`src/rtl/icache_fetch_ctrl.sv`:
```
// icache_fetch_ctrl
//   Instruction-fetch controller sitting between the IF stage, a
//   direct-indexed instruction cache and a byte-wide memory bus arbiter.
//   A cache hit is returned one cycle after the request is accepted. A miss
//   is filled with four byte reads, assembled little-endian, written back to
//   the cache and returned. A branch redirect (flush_i) aborts a miss in
//   flight without touching the cache.
//
//   Build option: define ICACHE_BYPASS_EN to ignore cache_hit_i and never
//   assert cache_write_o, so every request goes out to memory (debug aid).
//
// Ports
//   clk, rst           clock, synchronous active-high reset
//   rdy                global ready; low freezes the controller
//   pc_i, fetch_req_i  fetch address and level request from IF
//   flush_i            branch redirect
//   inst_valid_o       one-cycle pulse, inst_o/pc_o valid
//   inst_o, pc_o       returned instruction and its address
//   busy_o             controller is not idle
//   cache_pc_read_o    lookup address (copy of pc_i)
//   cache_hit_i        hit from cache, cache_inst_i its data
//   cache_write_o      refill strobe, with cache_pc_write_o/cache_inst_o
//   mem_req_o          byte read request, mem_addr_o its address
//   mem_gnt_i          arbiter grant
//   mem_din_i          byte returned the cycle after a granted request
//
// State | meaning
//   IDLE  | waiting for a fetch request; lookup done here
//   FETCH | miss in progress, issuing/capturing four byte reads
//   DONE  | result valid this cycle (plus refill strobe after a miss)

module icache_fetch_ctrl (
  input  logic        clk,
  input  logic        rst,
  input  logic        rdy,
  input  logic [31:0] pc_i,
  input  logic        fetch_req_i,
  input  logic        flush_i,
  output logic        inst_valid_o,
  output logic [31:0] inst_o,
  output logic [31:0] pc_o,
  output logic        busy_o,
  output logic [31:0] cache_pc_read_o,
  input  logic        cache_hit_i,
  input  logic [31:0] cache_inst_i,
  output logic        cache_write_o,
  output logic [31:0] cache_pc_write_o,
  output logic [31:0] cache_inst_o,
  output logic        mem_req_o,
  input  logic        mem_gnt_i,
  output logic [31:0] mem_addr_o,
  input  logic [7:0]  mem_din_i
);

  typedef enum logic [1:0] {IDLE, FETCH, DONE} state_t;

  state_t      state_q;
  logic [31:0] fetch_pc_q;
  logic [2:0]  issue_cnt_q;
  logic [2:0]  recv_cnt_q;
  logic        pend_q;       // a byte was granted last cycle; data is on mem_din_i now
  logic [31:0] data_q;
  logic [31:0] data_d;
  logic        valid_q;
  logic        cwrite_q;
  logic [31:0] inst_q;
  logic [31:0] pc_q;
  logic [31:0] cpcw_q;
  logic [31:0] cinst_q;

  logic hit_eff;
  logic refill_en;
  logic grant;
  logic fetch_done;
  logic flush_fetch;

`ifdef ICACHE_BYPASS_EN
  assign hit_eff   = cache_hit_i & 1'b0;
  assign refill_en = 1'b0;
`else
  assign hit_eff   = cache_hit_i;
  assign refill_en = 1'b1;
`endif

  assign cache_pc_read_o = pc_i;
  assign mem_req_o       = rdy && (state_q == FETCH) && (issue_cnt_q < 3'd4);
  assign mem_addr_o      = fetch_pc_q + {29'd0, issue_cnt_q};
  assign grant           = mem_req_o && mem_gnt_i;
  assign flush_fetch     = rdy && flush_i && (state_q == FETCH);

  // Completion covers the 4th byte arriving now, or having arrived while
  // rdy was low (recv_cnt already at 4 but the state was frozen).
  assign fetch_done = (recv_cnt_q == 3'd4) || (pend_q && (recv_cnt_q == 3'd3));

  // Pulses are held while frozen and reappear once rdy returns.
  assign inst_valid_o     = valid_q && rdy;
  assign cache_write_o    = cwrite_q && rdy;
  assign busy_o           = (state_q != IDLE);
  assign inst_o           = inst_q;
  assign pc_o             = pc_q;
  assign cache_pc_write_o = cpcw_q;
  assign cache_inst_o     = cinst_q;

  always_comb begin
    data_d = data_q;
    if (pend_q) begin
      case (recv_cnt_q)
        3'd0:    data_d[7:0]   = mem_din_i;
        3'd1:    data_d[15:8]  = mem_din_i;
        3'd2:    data_d[23:16] = mem_din_i;
        3'd3:    data_d[31:24] = mem_din_i;
        default: data_d = data_q;
      endcase
    end
  end

  always_ff @(posedge clk) begin
    if (rst) begin
      state_q     <= IDLE;
      fetch_pc_q  <= '0;
      issue_cnt_q <= '0;
      recv_cnt_q  <= '0;
      pend_q      <= 1'b0;
      data_q      <= '0;
      valid_q     <= 1'b0;
      cwrite_q    <= 1'b0;
      inst_q      <= '0;
      pc_q        <= '0;
      cpcw_q      <= '0;
      cinst_q     <= '0;
    end else begin
      // A byte already on the bus is captured even while frozen; only a
      // redirect discards it.
      if (pend_q && !flush_fetch) begin
        data_q     <= data_d;
        recv_cnt_q <= recv_cnt_q + 3'd1;
      end
      pend_q <= grant;

      if (rdy) begin
        case (state_q)
          IDLE: begin
            if (fetch_req_i && !flush_i) begin
              if (hit_eff) begin
                inst_q  <= cache_inst_i;
                pc_q    <= pc_i;
                valid_q <= 1'b1;
                state_q <= DONE;
              end else begin
                fetch_pc_q  <= pc_i;
                issue_cnt_q <= '0;
                recv_cnt_q  <= '0;
                state_q     <= FETCH;
              end
            end
          end
          FETCH: begin
            if (flush_i) begin
              issue_cnt_q <= '0;
              recv_cnt_q  <= '0;
              pend_q      <= 1'b0;
              state_q     <= IDLE;
            end else begin
              if (grant) issue_cnt_q <= issue_cnt_q + 3'd1;
              if (fetch_done) begin
                inst_q   <= data_d;
                pc_q     <= fetch_pc_q;
                valid_q  <= 1'b1;
                cwrite_q <= refill_en;
                cpcw_q   <= fetch_pc_q;
                cinst_q  <= data_d;
                state_q  <= DONE;
              end
            end
          end
          DONE: begin
            valid_q  <= 1'b0;
            cwrite_q <= 1'b0;
            state_q  <= IDLE;
          end
          default: state_q <= IDLE;
        endcase
      end
    end
  end

endmodule
```
`config.mk`:
```
export PLATFORM = sky130hd
export DESIGN_NAME = icache_fetch_ctrl
export DESIGN_NICKNAME = d
export VERILOG_FILES = /design/src/rtl/icache_fetch_ctrl.sv
export SDC_FILE = /design/constraint.sdc
export NUM_CORES = 1
export LEC_CHECK = 0
export CORE_UTILIZATION = 43
export CTS_CLUSTER_DIAMETER = 200
export DETAILED_ROUTE_END_ITERATION = 7
export PLACE_DENSITY = 0.77
export SYNTH_ARGS = -nofsm -noshare
export SYNTH_HDL_FRONTEND = slang
export SYNTH_SLANG_ARGS = --single-unit
```
`constraint.sdc`:
```
create_clock -name clk -period 2 [get_ports clk]
set_input_delay 0.4 -clock clk [delete_from_list [all_inputs] [get_ports clk]]
set_output_delay 0.4 -clock clk [all_outputs]
set_load 0.005 [all_outputs]
```
==> qor.txt, run 1 <==
Port Buffers - 274
most frequent cells in the layout - clkdlybuf4s50_1, nand2_1, dfxtp_1
Detail Route Antenna Nets - 0
DR WL/cell - 19.2 um
gr usage total - 27.6%
Detailed Place HPWL - 22.1 mm
post-layout instance area - 14300 um2
Combinational Power Share - 9.8%
Max Clock Freq - 360 MHz
drt initial violations - 712
global routing's busiest layer - met2
most common cell after layout, fill and taps aside - clkdlybuf4s50_1
CTS tree - yes
clock latency on the worst-skew pair - 0.51 ns
first-pass GRT wire length - 48.6 mm
Internal Power - 0.00710 W
syn_nets - 1190
drt pass-1 iters - 5
post-synthesis xor/xnor area fraction - 3.00%
Crit path top cell by count - buf_6
syn avg cell area - 8.48 um2
vias in the first global route - 8959
cell at the root of the clock tree - clkbuf_16
Worst-Margin Slew - 0.626 ns
clk buf depth - 3
Ant. Diodes - 0
Setup TNS - -17.42 ns
Post-Route WL - 32.9 mm
mux contribution to synthesized area - 6.23%
worst vdd ir - 444 uV
post-synthesis adder-cell area fraction - 1.42%
crit path DAT - 2.38 ns
Die Height - 149 um
crit path time final - 2.78 ns
clock share of power - 45.5%
warning count from the yosys run - 0
area of the core - 21200 um2
met1 Usage GRT - 35.9%
GR Layer Usage met2 - 44.1%
worst-path maximum fanout - 4
area post-placement - 13000 um2
Slew Limit Fails - 0
fin worst setup slack - -0.780 ns
largest family of logic cells by synthesized area - compound AO/OA/AOI/OAI gates
ratio of cells with drive above 1 in the final layout - 22.6%
required time of the critical path - 1.60 ns
initial antenna violation count - 0
initial core utilization - 44.1%
sw frac - 23.3%
P&R area growth vs syn - 53.7%
Worst setup SP type - register
Reg power frac - 44.7%
Synth Area in Simple Gates - 18.8%
chip width - 149 um
nets - 1516
post-synthesis register bit count - 203
Routability Congestion - 0.852
critical path type - reg -> out
drt drc - 0
slowest CP cell - a2111oi_4
# IOs - 275
Slew headroom - 58.3%
final hold viol count - 0
CP endpoint kind - output pin
Final Setup Violations - 33
unrepaired setup endpoints after global routing - true
Filler Cell Count - 1611
worst path cell trace - ha_4 -> nand3_4 -> a2111oi_4 -> buf_4 -> buf_6 -> buf_6 -> nand2_2 -> xnor2_2 -> buf_2
NetSw - 0.00215 W
gate count of the mapped netlist - 1101
die footprint - 22300 um2
slowest stage delay, CP - 0.41 ns
DR vias - 9425
Clock Pin Slew Worst Setup and Hold Paths - 0.06 ns
failing checks - negative setup slack
power per standard cell area - 645 nW/um2
pin count of the biggest net entering global routing - 54
via/cell ratio - 5.49
max cap viols - 0
clock sink count - 203
clock buffer count from CTS - 23
status - complete, but fails checks
Global Route met3 Usage - 4.95%
Leak - 5.67 nW
fin crit share - 139%
final global-route overflow total - 0
Netlist cell types - 51
sequential area share after synthesis - 43.6%
H-tree Lvls - 1
cell area after synthesis - 9330 um2
compound-gate portion of the synthesized area - 19.6%
# rows - 53
Clock Skew - 0.00786 ns
Worst Hold Class - in -> reg
path summary, 6_finish.rpt:
check	slack [ns]	cells past startpoint	start	endpoint
setup / recovery	-0.78	9	fetch_pc_q[2]$_SDFFE_PP0P_	mem_addr_o[23]
hold / removal	0.25	2	rst	cache_pc_write_o[5]$_SDFFE_PP0P_
setup reg to reg	-0.01	8	recv_cnt_q[0]$_SDFF_PP0_	inst_o[26]$_SDFFE_PP0P_
hold reg to reg	0.45	2	cache_pc_write_o[19]$_SDFFE_PP0P_	cache_pc_write_o[19]$_SDFFE_PP0P_
sequential cells by signal, indices dropped and copies added, names as in the netlist:
register / cells
valid_q: 1
fetch_pc_q: 32
inst_o: 32
data_q: 32
recv_cnt_q: 3
pc_o: 32
state_q: 2
issue_cnt_q: 3
cwrite_q: 1
cache_pc_write_o: 32
cache_inst_o: 32
pend_q: 1
stage by stage:
stage	std cells	power [W]	worst slack, ns	hold WS (ns)	util [%]
finish	1718	0.00925	-0.780	0.250	67.8
global route	1718	0.00953	-0.863	0.257	67.8
CTS	1707	0.00926	-0.781	0.218	66.1
detailed placement	1650	0.00508	-0.744	0.448	61.6
global placement	1650	0.00507	-0.624	0.442	61.6
floorplan	1101	0.00458	0.00259	0.444	-
synth_stat cells, drive strengths merged:
cell | n | area (um2)
a211oi | 42 | 315
nand4 | 11 | 75.1
nand3b | 1 | 7.51
dfxtp | 203 | 4060
o211ai | 1 | 7.51
a21oi | 113 | 566
nand4b | 1 | 8.76
nor2 | 110 | 413
nand3 | 14 | 70.1
ha | 9 | 113
xor2 | 6 | 52.6
o22ai | 24 | 275
mux2i | 57 | 571
and2 | 5 | 31.3
and4 | 1 | 8.76
inv | 5 | 18.8
nor4bb | 1 | 10.0
nand2b | 26 | 170
xnor2 | 26 | 228
a311oi | 33 | 289
and3 | 2 | 12.5
or3 | 3 | 18.8
or4b | 1 | 10.0
nand2 | 211 | 792
nor3b | 2 | 20.0
clkbuf | 65 | 245
nor3 | 4 | 20.0
a2111oi | 1 | 27.5
and3b | 3 | 26.3
buf | 65 | 425
mux2 | 1 | 11.3
o21ba | 1 | 10.0
o21ai | 9 | 45.0
a2111o | 8 | 90.1
fa | 1 | 20.0
nor4 | 4 | 31.3
a21o | 25 | 188
o31ai | 1 | 7.51
or2 | 3 | 18.8
nor2b | 1 | 6.26
a22oi | 1 | 12.5
repair_timing:
| action | CTS | global route |
|---|---|---|
| setup buffers | 16 | 13 |
| resized for setup | 183 | 48 |
| gates cloned | 1 | 3 |
| hold buffers | 0 | 0 |
| pin swaps | 34 | 28 |
| setup endpoints to repair | 63 | 92 |
cell families after synthesis:
kind of cell | count (synthesis)
flops | 203
mux | 58
simple gates | 404
compound gates | 259
buf+inv | 135
xor+xnor | 32
fa+ha+maj | 10
per-layer routing:
layer	routed length, um	part of all wire [%]
met1	13400	41
met2	15600	48
met3	2350	7.1
met4	1520	4.6
met5	0	0
power groups by stage:
stage	combinational [W]	clock, W	sequential, W
2_1_floorplan	0.000363	0	0.00422
3_3_place_gp	0.000854	0	0.00422
3_5_place_dp	0.000865	0	0.00422
4_1_cts	0.000862	0.00427	0.00413
5_1_grt	0.000961	0.00443	0.00413
6_report	0.000907	0.00421	0.00413
area by class of cell:
class	count	area [um2]	share of cell area, %
clock buffers	32	649	4.53
clock inverters	9	101	0.706
inverters	5	18.8	0.131
multi-input cells	763	5040	35.2
flip-flops and latches	203	4080	28.4
well taps	275	344	2.40
repair buffers	431	4110	28.6
worst max-delay path, delay by kind of cell, from the launching register on:
kind                     cells  cell delay, ns
AO/OA/AOI/OAI                1            0.41
adder cells (fa/ha/maj)      1            0.31
buffers and inverters        4            0.55
XOR/XNOR                     1            0.13
AND/OR/NAND/NOR              2            0.14
flip-flops                   1            0.33
(Power assumes the default switching activity.)
==> run 2: changes to the inputs <==
- CTS_CLUSTER_DIAMETER: 200 -> 50
==> run 2 against run 1 <==
Effect of this change:
- the flow still finishes with violations (negative setup slack)
- non-clock buffer count down 2
- critical path depth unchanged
- combinational power decreased by 2%
- count of clock-buffer cells in the layout down 2
- sequential power is essentially flat
- clock power rose by 15%
- sequential cell count did not move
- worst hold slack worse by 0.020 ns
- final area barely moved
- worst setup slack got worse by 0.017 ns
- sequential share of layout area about the same
- cell count up 0.12%
- largest cell class unchanged
==> qor.txt, run 2 (synthesis results as in run 1) <==
Routability Congestion - 0.852 (unchanged)
worst vdd ir - 472 uV (was 444 uV)
drt drc - 0 (unchanged)
Worst-Margin Slew - 0.593 ns (was 0.626 ns)
Slew headroom - 60.5% (was 58.3%)
CTS tree - yes (unchanged)
DP Cell Count - 1650 (unchanged)
CP endpoint kind - output pin (unchanged)
Post-Route WL - 32.7 mm (was 32.9 mm)
Detailed Place HPWL - 22.1 mm (unchanged)
crit path time final - 2.80 ns (was 2.78 ns)
nets - 1517 (was 1516)
via/cell ratio - 5.48 (was 5.49)
Worst setup SP type - register (unchanged)
Final Setup Violations - 32 (was 33)
failing checks - negative setup slack (unchanged)
Post-Layout Cell Count - 1720 (was 1718)
ratio of cells with drive above 1 in the final layout - 21.8% (was 22.6%)
most frequent cells in the layout - clkdlybuf4s50_1, nand2_1, dfxtp_1 (unchanged)
# IOs - 275 (unchanged)
# rows - 53 (unchanged)
power per standard cell area - 688 nW/um2 (was 645 nW/um2)
area post-placement - 13000 um2 (unchanged)
Die Height - 149 um (unchanged)
pre-CTS setup slack - -0.744 ns (unchanged)
critical path type - reg -> out (unchanged)
Slew Limit Fails - 0 (unchanged)
slowest stage delay, CP - 0.40 ns (was 0.41 ns)
fin worst setup slack - -0.797 ns (was -0.780 ns)
initial core utilization - 44.1% (unchanged)
chip width - 149 um (unchanged)
crit path DAT - 2.40 ns (was 2.38 ns)
post-layout instance area - 14400 um2 (was 14300 um2)
area of the core - 21200 um2 (unchanged)
clock latency on the worst-skew pair - 0.52 ns (was 0.51 ns)
gr usage total - 27.5% (was 27.6%)
hold depth - 2 (unchanged)
Worst Hold Class - in -> reg (unchanged)
initial antenna violation count - 0 (unchanged)
pin count of the biggest net entering global routing - 54 (unchanged)
DR WL/cell - 19.0 um (was 19.2 um)
CTS Hold Bufs - 0 (unchanged)
fin crit share - 140% (was 139%)
clk buf depth - 3 (unchanged)
Port Buffers - 274 (unchanged)
WL met2 - 15.3 mm (was 15.6 mm)
first-pass GRT wire length - 48.4 mm (was 48.6 mm)
Leak - 5.70 nW (was 5.67 nW)
reg2reg path depth - 9 (was 8)
slowest CP cell - fa_2 (was a2111oi_4)
die footprint - 22300 um2 (unchanged)
WL met3 - 2.37 mm (was 2.35 mm)
DR vias - 9433 (was 9425)
status - complete, but fails checks (unchanged)
drt pass-1 iters - 5 (unchanged)
Detail Route Antenna Nets - 0 (unchanged)
max cap viols - 0 (unchanged)
Ant. Diodes - 0 (unchanged)
Setup TNS - -17.67 ns (was -17.42 ns)
final hold viol count - 0 (unchanged)
clock buffer count from CTS - 26 (was 23)
worst path cell trace - ha_4 -> fa_2 -> a21oi_4 -> nor4_4 -> buf_12 -> buf_6 -> nand3_2 -> xnor2_1 -> buf_2 (was ha_4 -> nand3_4 -> a2111oi_4 -> buf_4 -> buf_6 -> buf_6 -> nand2_2 -> xnor2_2 -> buf_2)
worst hold slack - 0.230 ns (was 0.250 ns)
max layer used - met4 (unchanged)
Clock Pin Slew Worst Setup and Hold Paths - 0.06 ns (about the same)
clock sink count - 203 (unchanged)
final global-route overflow total - 0 (unchanged)
Clock Skew - 0.0147 ns (was 0.00786 ns)
required time of the critical path - 1.60 ns (about the same)
DRT met1 WL - 13.5 mm (was 13.4 mm)
most common cell after layout, fill and taps aside - clkdlybuf4s50_1 (unchanged)
H-tree Lvls - 1 (unchanged)
Max Clock Freq - 358 MHz (was 360 MHz)
unrepaired setup endpoints after global routing - true (unchanged)
drt initial violations - 659 (was 712)
vias in the first global route - 8953 (was 8959)
worst-path maximum fanout - 7 (was 4)
P&R area growth vs syn - 53.9% (was 53.7%)
cell at the root of the clock tree - clkbuf_16 (unchanged)
run 2: cell types whose count changed in the layout (fill, tap and decap cells not counted), sizes merged, moves of 2 or more:
| cell | delta |
|---|---|
| inv | +3 |
| clkinv | +2 |
| bufinv | +2 |
| clkbuf | -3 |
run 2: metal layers:
layer	track usage, %	vias to the layer above
li1	-	4434
met1	36.0	4469
met2	43.7	429
met3	4.80	101
met4	13.1	0
met5	0	-
run 2: final cells by class:
class                      count  area (um2)
clock buffer                  30         707
fill                        1620        6800
clock inverter                15         194
inverter                       5        18.8
timing repair buffer         429        4070
tap                          275         344
sequential                   203        4080
multi-input combinational    763        4950
run 2: metrics by stage:
stage / utilization, % / power, W
floorplan: - / 0.00458
global placement: 61.6 / 0.00507
detailed placement: 61.6 / 0.00508
CTS: 66.7 / 0.00992
global route: 67.9 / 0.0102
finish: 67.9 / 0.00988
run 2: timing repair:
| item | in CTS | in global routing |
|---|---|---|
| setup endpoints to repair | 43 | 88 |
| resized for setup | 179 | 35 |
| hold endpoints to repair | 0 | 0 |
| pin swaps | 34 | 32 |
| cloned | 1 | 2 |
| buffers inserted | 17 | 11 |
run 2: worst max-delay path: cells and delay by family, from the launching register on:
family	cells	cell delay [ns]
flip-flops	1	0.35
adder cells (fa/ha/maj)	2	0.57
AND/OR/NAND/NOR	2	0.16
XOR/XNOR	1	0.13
AO/OA/AOI/OAI	1	0.23
buffers and inverters	3	0.42
run 2: power breakdown:
part / switching (W) / internal, W / leakage (nW)
logic: 0.000421 / 0.000472 / 3.60
clock network: 0.00181 / 0.00305 / 0.450
registers: 0.0000340 / 0.00410 / 1.64
total: 0.00227 / 0.00762 / 5.70
run 2: path summary, 6_finish.rpt:
| kind | from | endpoint | slack (ns) |
|---|---|---|---|
| setup / recovery | fetch_pc_q[0]$_SDFFE_PP0P_ | mem_addr_o[20] | -0.80 |
| hold / removal | rst | cache_pc_write_o[2]$_SDFFE_PP0P_ | 0.23 |
| setup reg to reg | recv_cnt_q[0]$_SDFF_PP0_ | pc_o[10]$_SDFFE_PP0P_ | 0.06 |
| hold reg to reg | cache_pc_write_o[19]$_SDFFE_PP0P_ | cache_pc_write_o[19]$_SDFFE_PP0P_ | 0.45 |
